==> src/rtl/spectrogram_stream_receiver.sv <==
// Host-side deserializer for the spectrogram extractor's two-lane readout stream:
// 32-bit MSB-first timestamp on lane 0, then 3-bit channel code pairs on lanes 0/1.
module spectrogram_stream_receiver #(
  parameter int MAX_SAMPLES = 512,
  localparam int IDX_W = (MAX_SAMPLES > 1) ? $clog2(MAX_SAMPLES) : 1,
  localparam int CNT_W = $clog2(MAX_SAMPLES + 1)
) (
  input  logic             clk,
  input  logic             reset,
  input  logic [1:0]       serial_in,
  input  logic             serial_readout,
  input  logic             sending_data,
  output logic [31:0]      event_time,
  output logic             time_valid,
  output logic [2:0]       ch1_code,
  output logic [2:0]       ch2_code,
  output logic [IDX_W-1:0] sample_idx,
  output logic             sample_valid,
  output logic             frame_done,
  output logic             frame_error,
  output logic [CNT_W-1:0] sample_count,
  output logic             busy
);

  typedef enum logic [1:0] {IDLE, TIME, DATA, SKIP} state_t;

  state_t state_reg, state_next;

  logic [31:0]      time_sr_reg;
  logic [4:0]       time_cnt_reg;
  logic [1:0][2:0]  ch_sr_reg;
  logic [1:0][2:0]  ch_shifted;
  logic [1:0]       trip_cnt_reg;
  logic [CNT_W-1:0] pair_cnt_reg;
  logic             overflow_reg;

  logic [31:0]      event_time_reg;
  logic             time_valid_reg;
  logic [2:0]       ch1_code_reg;
  logic [2:0]       ch2_code_reg;
  logic [IDX_W-1:0] sample_idx_reg;
  logic             sample_valid_reg;
  logic             frame_done_reg;
  logic             frame_error_reg;
  logic [CNT_W-1:0] sample_count_reg;
  logic             busy_reg;

  logic accept;
  logic frame_start;
  logic frame_end;
  logic time_shift;
  logic time_last;
  logic pairs_full;
  logic data_shift;
  logic pair_last;
  logic overflow_set;

  // Lane gi feeds channel gi+1; each lane's shift register gets its next value here.
  genvar gi;
  generate
    for (gi = 0; gi < 2; gi++) begin : gen_lane
      assign ch_shifted[gi] = {ch_sr_reg[gi][1:0], serial_in[gi]};
    end
  endgenerate

  assign accept       = sending_data & serial_readout;
  assign frame_start  = (state_reg == IDLE) & sending_data;
  assign frame_end    = ((state_reg == TIME) | (state_reg == DATA)) & ~sending_data;
  // The bit accepted in the IDLE->TIME cycle is already timestamp bit 31.
  assign time_shift   = accept & ((state_reg == IDLE) | (state_reg == TIME));
  assign time_last    = accept & (state_reg == TIME) & (time_cnt_reg == 5'd31);
  assign pairs_full   = (pair_cnt_reg == CNT_W'(MAX_SAMPLES));
  assign data_shift   = accept & (state_reg == DATA) & ~pairs_full;
  assign pair_last    = data_shift & (trip_cnt_reg == 2'd2);
  assign overflow_set = accept & (state_reg == DATA) & pairs_full;

  always_ff @(posedge clk) begin
    if (reset) begin
      // Coming out of reset mid-frame would misalign the stream, so sit it out.
      state_reg <= sending_data ? SKIP : IDLE;
    end else begin
      state_reg <= state_next;
    end
  end

  always_comb begin
    state_next = state_reg;
    case (state_reg)
      IDLE: if (sending_data) state_next = TIME;
      TIME: begin
        if (!sending_data)  state_next = IDLE;
        else if (time_last) state_next = DATA;
      end
      DATA: if (!sending_data) state_next = IDLE;
      SKIP: if (!sending_data) state_next = IDLE;
      default: state_next = IDLE;
    endcase
  end

  always_ff @(posedge clk) begin
    if (reset) begin
      time_sr_reg      <= '0;
      time_cnt_reg     <= '0;
      ch_sr_reg        <= '0;
      trip_cnt_reg     <= '0;
      pair_cnt_reg     <= '0;
      overflow_reg     <= 1'b0;
      event_time_reg   <= '0;
      time_valid_reg   <= 1'b0;
      ch1_code_reg     <= '0;
      ch2_code_reg     <= '0;
      sample_idx_reg   <= '0;
      sample_valid_reg <= 1'b0;
      frame_done_reg   <= 1'b0;
      frame_error_reg  <= 1'b0;
      sample_count_reg <= '0;
      busy_reg         <= sending_data;
    end else begin
      time_valid_reg   <= 1'b0;
      sample_valid_reg <= 1'b0;
      frame_done_reg   <= 1'b0;
      frame_error_reg  <= 1'b0;
      busy_reg         <= (state_next != IDLE);

      if (frame_start) begin
        time_cnt_reg     <= accept ? 5'd1 : 5'd0;
        trip_cnt_reg     <= '0;
        pair_cnt_reg     <= '0;
        overflow_reg     <= 1'b0;
        sample_count_reg <= '0;
      end else if (time_shift) begin
        time_cnt_reg <= time_cnt_reg + 5'd1;
      end

      if (time_shift) begin
        time_sr_reg <= {time_sr_reg[30:0], serial_in[0]};
      end

      if (time_last) begin
        event_time_reg <= {time_sr_reg[30:0], serial_in[0]};
        time_valid_reg <= 1'b1;
      end

      if (data_shift) begin
        ch_sr_reg <= ch_shifted;
        if (pair_last) begin
          ch1_code_reg     <= ch_shifted[0];
          ch2_code_reg     <= ch_shifted[1];
          sample_idx_reg   <= pair_cnt_reg[IDX_W-1:0];
          sample_valid_reg <= 1'b1;
          pair_cnt_reg     <= pair_cnt_reg + 1'b1;
          trip_cnt_reg     <= '0;
        end else begin
          trip_cnt_reg <= trip_cnt_reg + 2'd1;
        end
      end

      if (overflow_set) begin
        overflow_reg <= 1'b1;
      end

      // A frame ending in TIME never completed its timestamp.
      if (frame_end) begin
        frame_done_reg   <= 1'b1;
        frame_error_reg  <= (state_reg == TIME) | (trip_cnt_reg != 2'd0) | overflow_reg;
        sample_count_reg <= pair_cnt_reg;
      end
    end
  end

  assign event_time   = event_time_reg;
  assign time_valid   = time_valid_reg;
  assign ch1_code     = ch1_code_reg;
  assign ch2_code     = ch2_code_reg;
  assign sample_idx   = sample_idx_reg;
  assign sample_valid = sample_valid_reg;
  assign frame_done   = frame_done_reg;
  assign frame_error  = frame_error_reg;
  assign sample_count = sample_count_reg;
  assign busy         = busy_reg;

endmodule

==> config.mk <==
export PLATFORM = sky130hd
export DESIGN_NAME = spectrogram_stream_receiver
export DESIGN_NICKNAME = d
export VERILOG_FILES = /design/src/rtl/spectrogram_stream_receiver.sv
export SDC_FILE = /design/constraint.sdc
export NUM_CORES = 1
export LEC_CHECK = 0
export BUFFER_PORTS_ARGS = -buffer_cell sky130_fd_sc_hd__buf_2
export CAP_MARGIN = 20
export CORE_ASPECT_RATIO = 0.9
export CORE_MARGIN = 3
export CORE_UTILIZATION = 53
export CTS_BUF_LIST = sky130_fd_sc_hd__clkbuf_4 sky130_fd_sc_hd__clkbuf_8
export DETAILED_ROUTE_END_ITERATION = 10
export GPL_TIMING_DRIVEN = 0
export PLACE_DENSITY = 0.75
export SKIP_LAST_GASP = 1
export SLEW_MARGIN = 10
export SYNTH_ARGS = -nofsm -noshare
export SYNTH_HDL_FRONTEND = slang
export SYNTH_SLANG_ARGS = --single-unit
==> constraint.sdc <==
create_clock -name clk -period 2.4 [get_ports clk]
set_input_delay 0 -clock clk [delete_from_list [all_inputs] [get_ports clk]]
set_output_delay 0 -clock clk [all_outputs]
set_load 0.01 [all_outputs]
==> results.json <==
{
  "status": "completed",
  "setup_viol": 0,
  "track_usage_pct": 22.93,
  "post-dp-hpwl_um": 7928,
  "grt_start_max_net_pins": 17,
  "synth-async-reset-ratio_pct": 0,
  "synth_compound_area_share_pct": 18.49,
  "rsz0062_at_grt": "false",
  "wl_um": 11260,
  "fin_crit_sh_pct": 87.78,
  "finalSetupTns_ns": 0,
  "drc": 0,
  "die_area_um2": 9894,
  "area.growth.synth_to_final_pct": 19.62,
  "diodes": 0,
  "arrival_ns": 2.47,
  "start_util_pct": 56.04,
  "synth_nets": 575,
  "max_cap_violations": 0,
  "io_buffers": 67,
  "finish.instance_area_um2": 5538,
  "regArea_um2": 2342,
  "place_congestion": 0.9131,
  "skew_ns": 0.008949,
  "synth.avg_cell_area_um2": 8.252,
  "synth-simple-area-share_pct": 22.41,
  "powerDensity_nw_per_um2": 721.5,
  "grt_pass1_vias": 3811,
  "largest_reg_flops": 32,
  "yosysUniqueCellTypes": 50,
  "clkSinkCount": 117,
  "synth_edf_count": 0,
  "max-vdd-ir-drop_uv": 389.3,
  "timing.fmax_mhz": 474.7,
  "drive_gt1_share_pct": 19.58,
  "numCtsBuffers": 17,
  "wl_per_cell_um": 14.45,
  "dieHeight_um": 94.67,
  "synth_top_family_by_area": "simple AND/OR/NAND/NOR gates",
  "synthXorXnorAreaFrac_pct": 0.5676,
  "worstSetupPathType": "flip-flop to flip-flop",
  "hold_viol": 0,
  "synth-adder-area-share_pct": 2.162,
  "cp.required_ns": 2.77,
  "post-route-min-period_ns": 2.107,
  "worst_pin_slew_ns": 0.7265,
  "io_pins": 68,
  "slew_viol_final": 0,
  "final_nets": 665,
  "netlist_area_um2": 4629,
  "p_leak_uw": 0.002063,
  "crit_path_start_kind": "flip-flop",
  "final_common_cell": "nand2_1",
  "viasPerCell": 5.456,
  "ant_nets": 0,
  "clkLatencyLatePin_ns": 0.44,
  "yosysSeqAreaShare_pct": 50.59,
  "grt.overflow.total": 0,
  "antenna_found_initial": 0,
  "cts_tree": "done",
  "rows": 31,
  "dieWidth_um": 104.5,
  "clk_pin_slew_ns": 0.07,
  "clk_path_buf_depth": 2,
  "synth_mux_area_share_pct": 0.6757,
  "dr.pass1.iters": 6,
  "hp-class": "primary input to flip-flop",
  "mostFrequentLayoutCells": "147 x nand2_1, 117 x dfxtp_1, 83 x a21oi_1, 75 x buf_2, 30 x clkbuf_1",
  "ys.warnings.count": 0,
  "grt_pass1_wl_um": 18160,
  "drtIter0Drc": 295,
  "ys_ff_latch": 117,
  "num_vias": 4250,
  "coreArea_um2": 8262,
  "worstPathMaxFanout": 10,
  "slew_headroom_pct": 51.39,
  "multi_input_area_um2": 2051,
  "ys.flop_type": "dfxtp_1",
  "postCtsSetupBuffers": 0,
  "nFillCells": 725,
  "cts.htree.levels": 4,
  "endpoint_kind": "flip-flop",
  "cts-root-buf": "clkbuf_8",
  "placed_area_um2": 5109,
  "synthCells": 561
}
==> cell usage after synthesis (2+ instances only) <==
library cell,n,area (µm²)
a21oi_1,83,415.4
a21oi_2,9,78.83
a22oi_1,10,75.07
a31oi_1,4,25.02
and3_1,4,25.02
buf_1,2,7.510
buf_2,8,40.04
buf_6,2,22.52
clkbuf_1,30,112.6
dfxtp_1,117,2342
ha_1,8,100.1
inv_1,7,26.28
mux2i_1,2,20.02
nand2_1,147,551.8
nand2b_1,2,12.51
nand3_1,22,110.1
nand3_2,2,20.02
nand3b_1,2,15.01
nand4_1,7,43.79
nor2_1,20,75.07
nor2b_1,4,25.02
nor3_1,9,45.04
nor4_1,4,25.02
o211ai_1,8,60.06
o21ai_0,18,90.09
o21ai_1,3,15.01
or3_1,2,12.51
or4_1,2,15.01
xor2_1,2,17.52
==> kinds of logic after synthesis <==
kind of cell / after synthesis
adders and majority gates: 8
AOI/OAI and AO/OA: 144
DFF: 117
buffers and inverters: 52
muxes: 3
xor gates and xnor gates: 3
and+or+nand+nor: 234
==> worst max-delay path, cell delays in order (launching register included) <==
cell and delay, ns:
dfxtp_1 0.39, inv_1 0.10, ha_1 0.29, and2_1 0.18, clkbuf_1 0.18, nor2_1 0.61
a22oi_1 0.14, nor2_1 0.14
==> routing by layer <==
layer	vias up	share of wire [%]	wire [µm]	track usage, %
met1	1962	47	5312	31.28
met5	-	0	0	0
met2	162	44	4902	35.16
met3	17	7.8	883	5.878
met4	0	1.4	157	8.749
li1	2109	-	-	-
==> stage by stage <==
step	power (µW)	utilization [%]	worst slack, ns	hold slack, ns	std cells
floorplan	2188	-	0.7034	0.1360	561
global placement	2257	61.84	0.3691	0.2661	743
detailed placement	2265	61.84	0.3462	0.2681	743
CTS	4007	67.03	0.3118	0.1425	779
global route	4141	67.03	0.08499	0.2014	779
finish	3995	67.03	0.2933	0.1644	779
==> layout make-up <==
cell class | count | share of cell area (%)
flip-flops and latches | 117 | 42.30
multi-input cells | 392 | 37.03
repair buffers | 71 | 6.778
clock buffers | 17 | 4.225
plain buffers | 45 | 3.796
clock inverters | 15 | 2.802
well taps | 115 | 2.598
inverters | 7 | 0.4745
==> what timing repair did <==
item,4_1_cts,5_1_grt
hold endpoints to repair,9,0
hold buffers,4,0
gates resized for setup,0,0
==> worst paths after layout <==
kind	cells past startpoint	endpoint	startpoint	slack [ns]
worst max-delay path	7	sample_count[1]$_SDFFE_PP0P_	state_reg[0]$_DFF_P_	0.29
worst min register to register	2	event_time[4]$_SDFFE_PP0P_	event_time[4]$_SDFFE_PP0P_	0.45
worst min-delay path	4	busy$_DFF_P_	sending_data	0.16
worst max register to register	7	sample_count[1]$_SDFFE_PP0P_	state_reg[0]$_DFF_P_	0.29
==> power breakdown <==
group / switching (µW) / total, µW / internal, µW
logic: 184 / 259 / 75.3
registers: 14.3 / 1970 / 1960
clock network: 840 / 1760 / 923
Power figures use the tool's default switching activity.
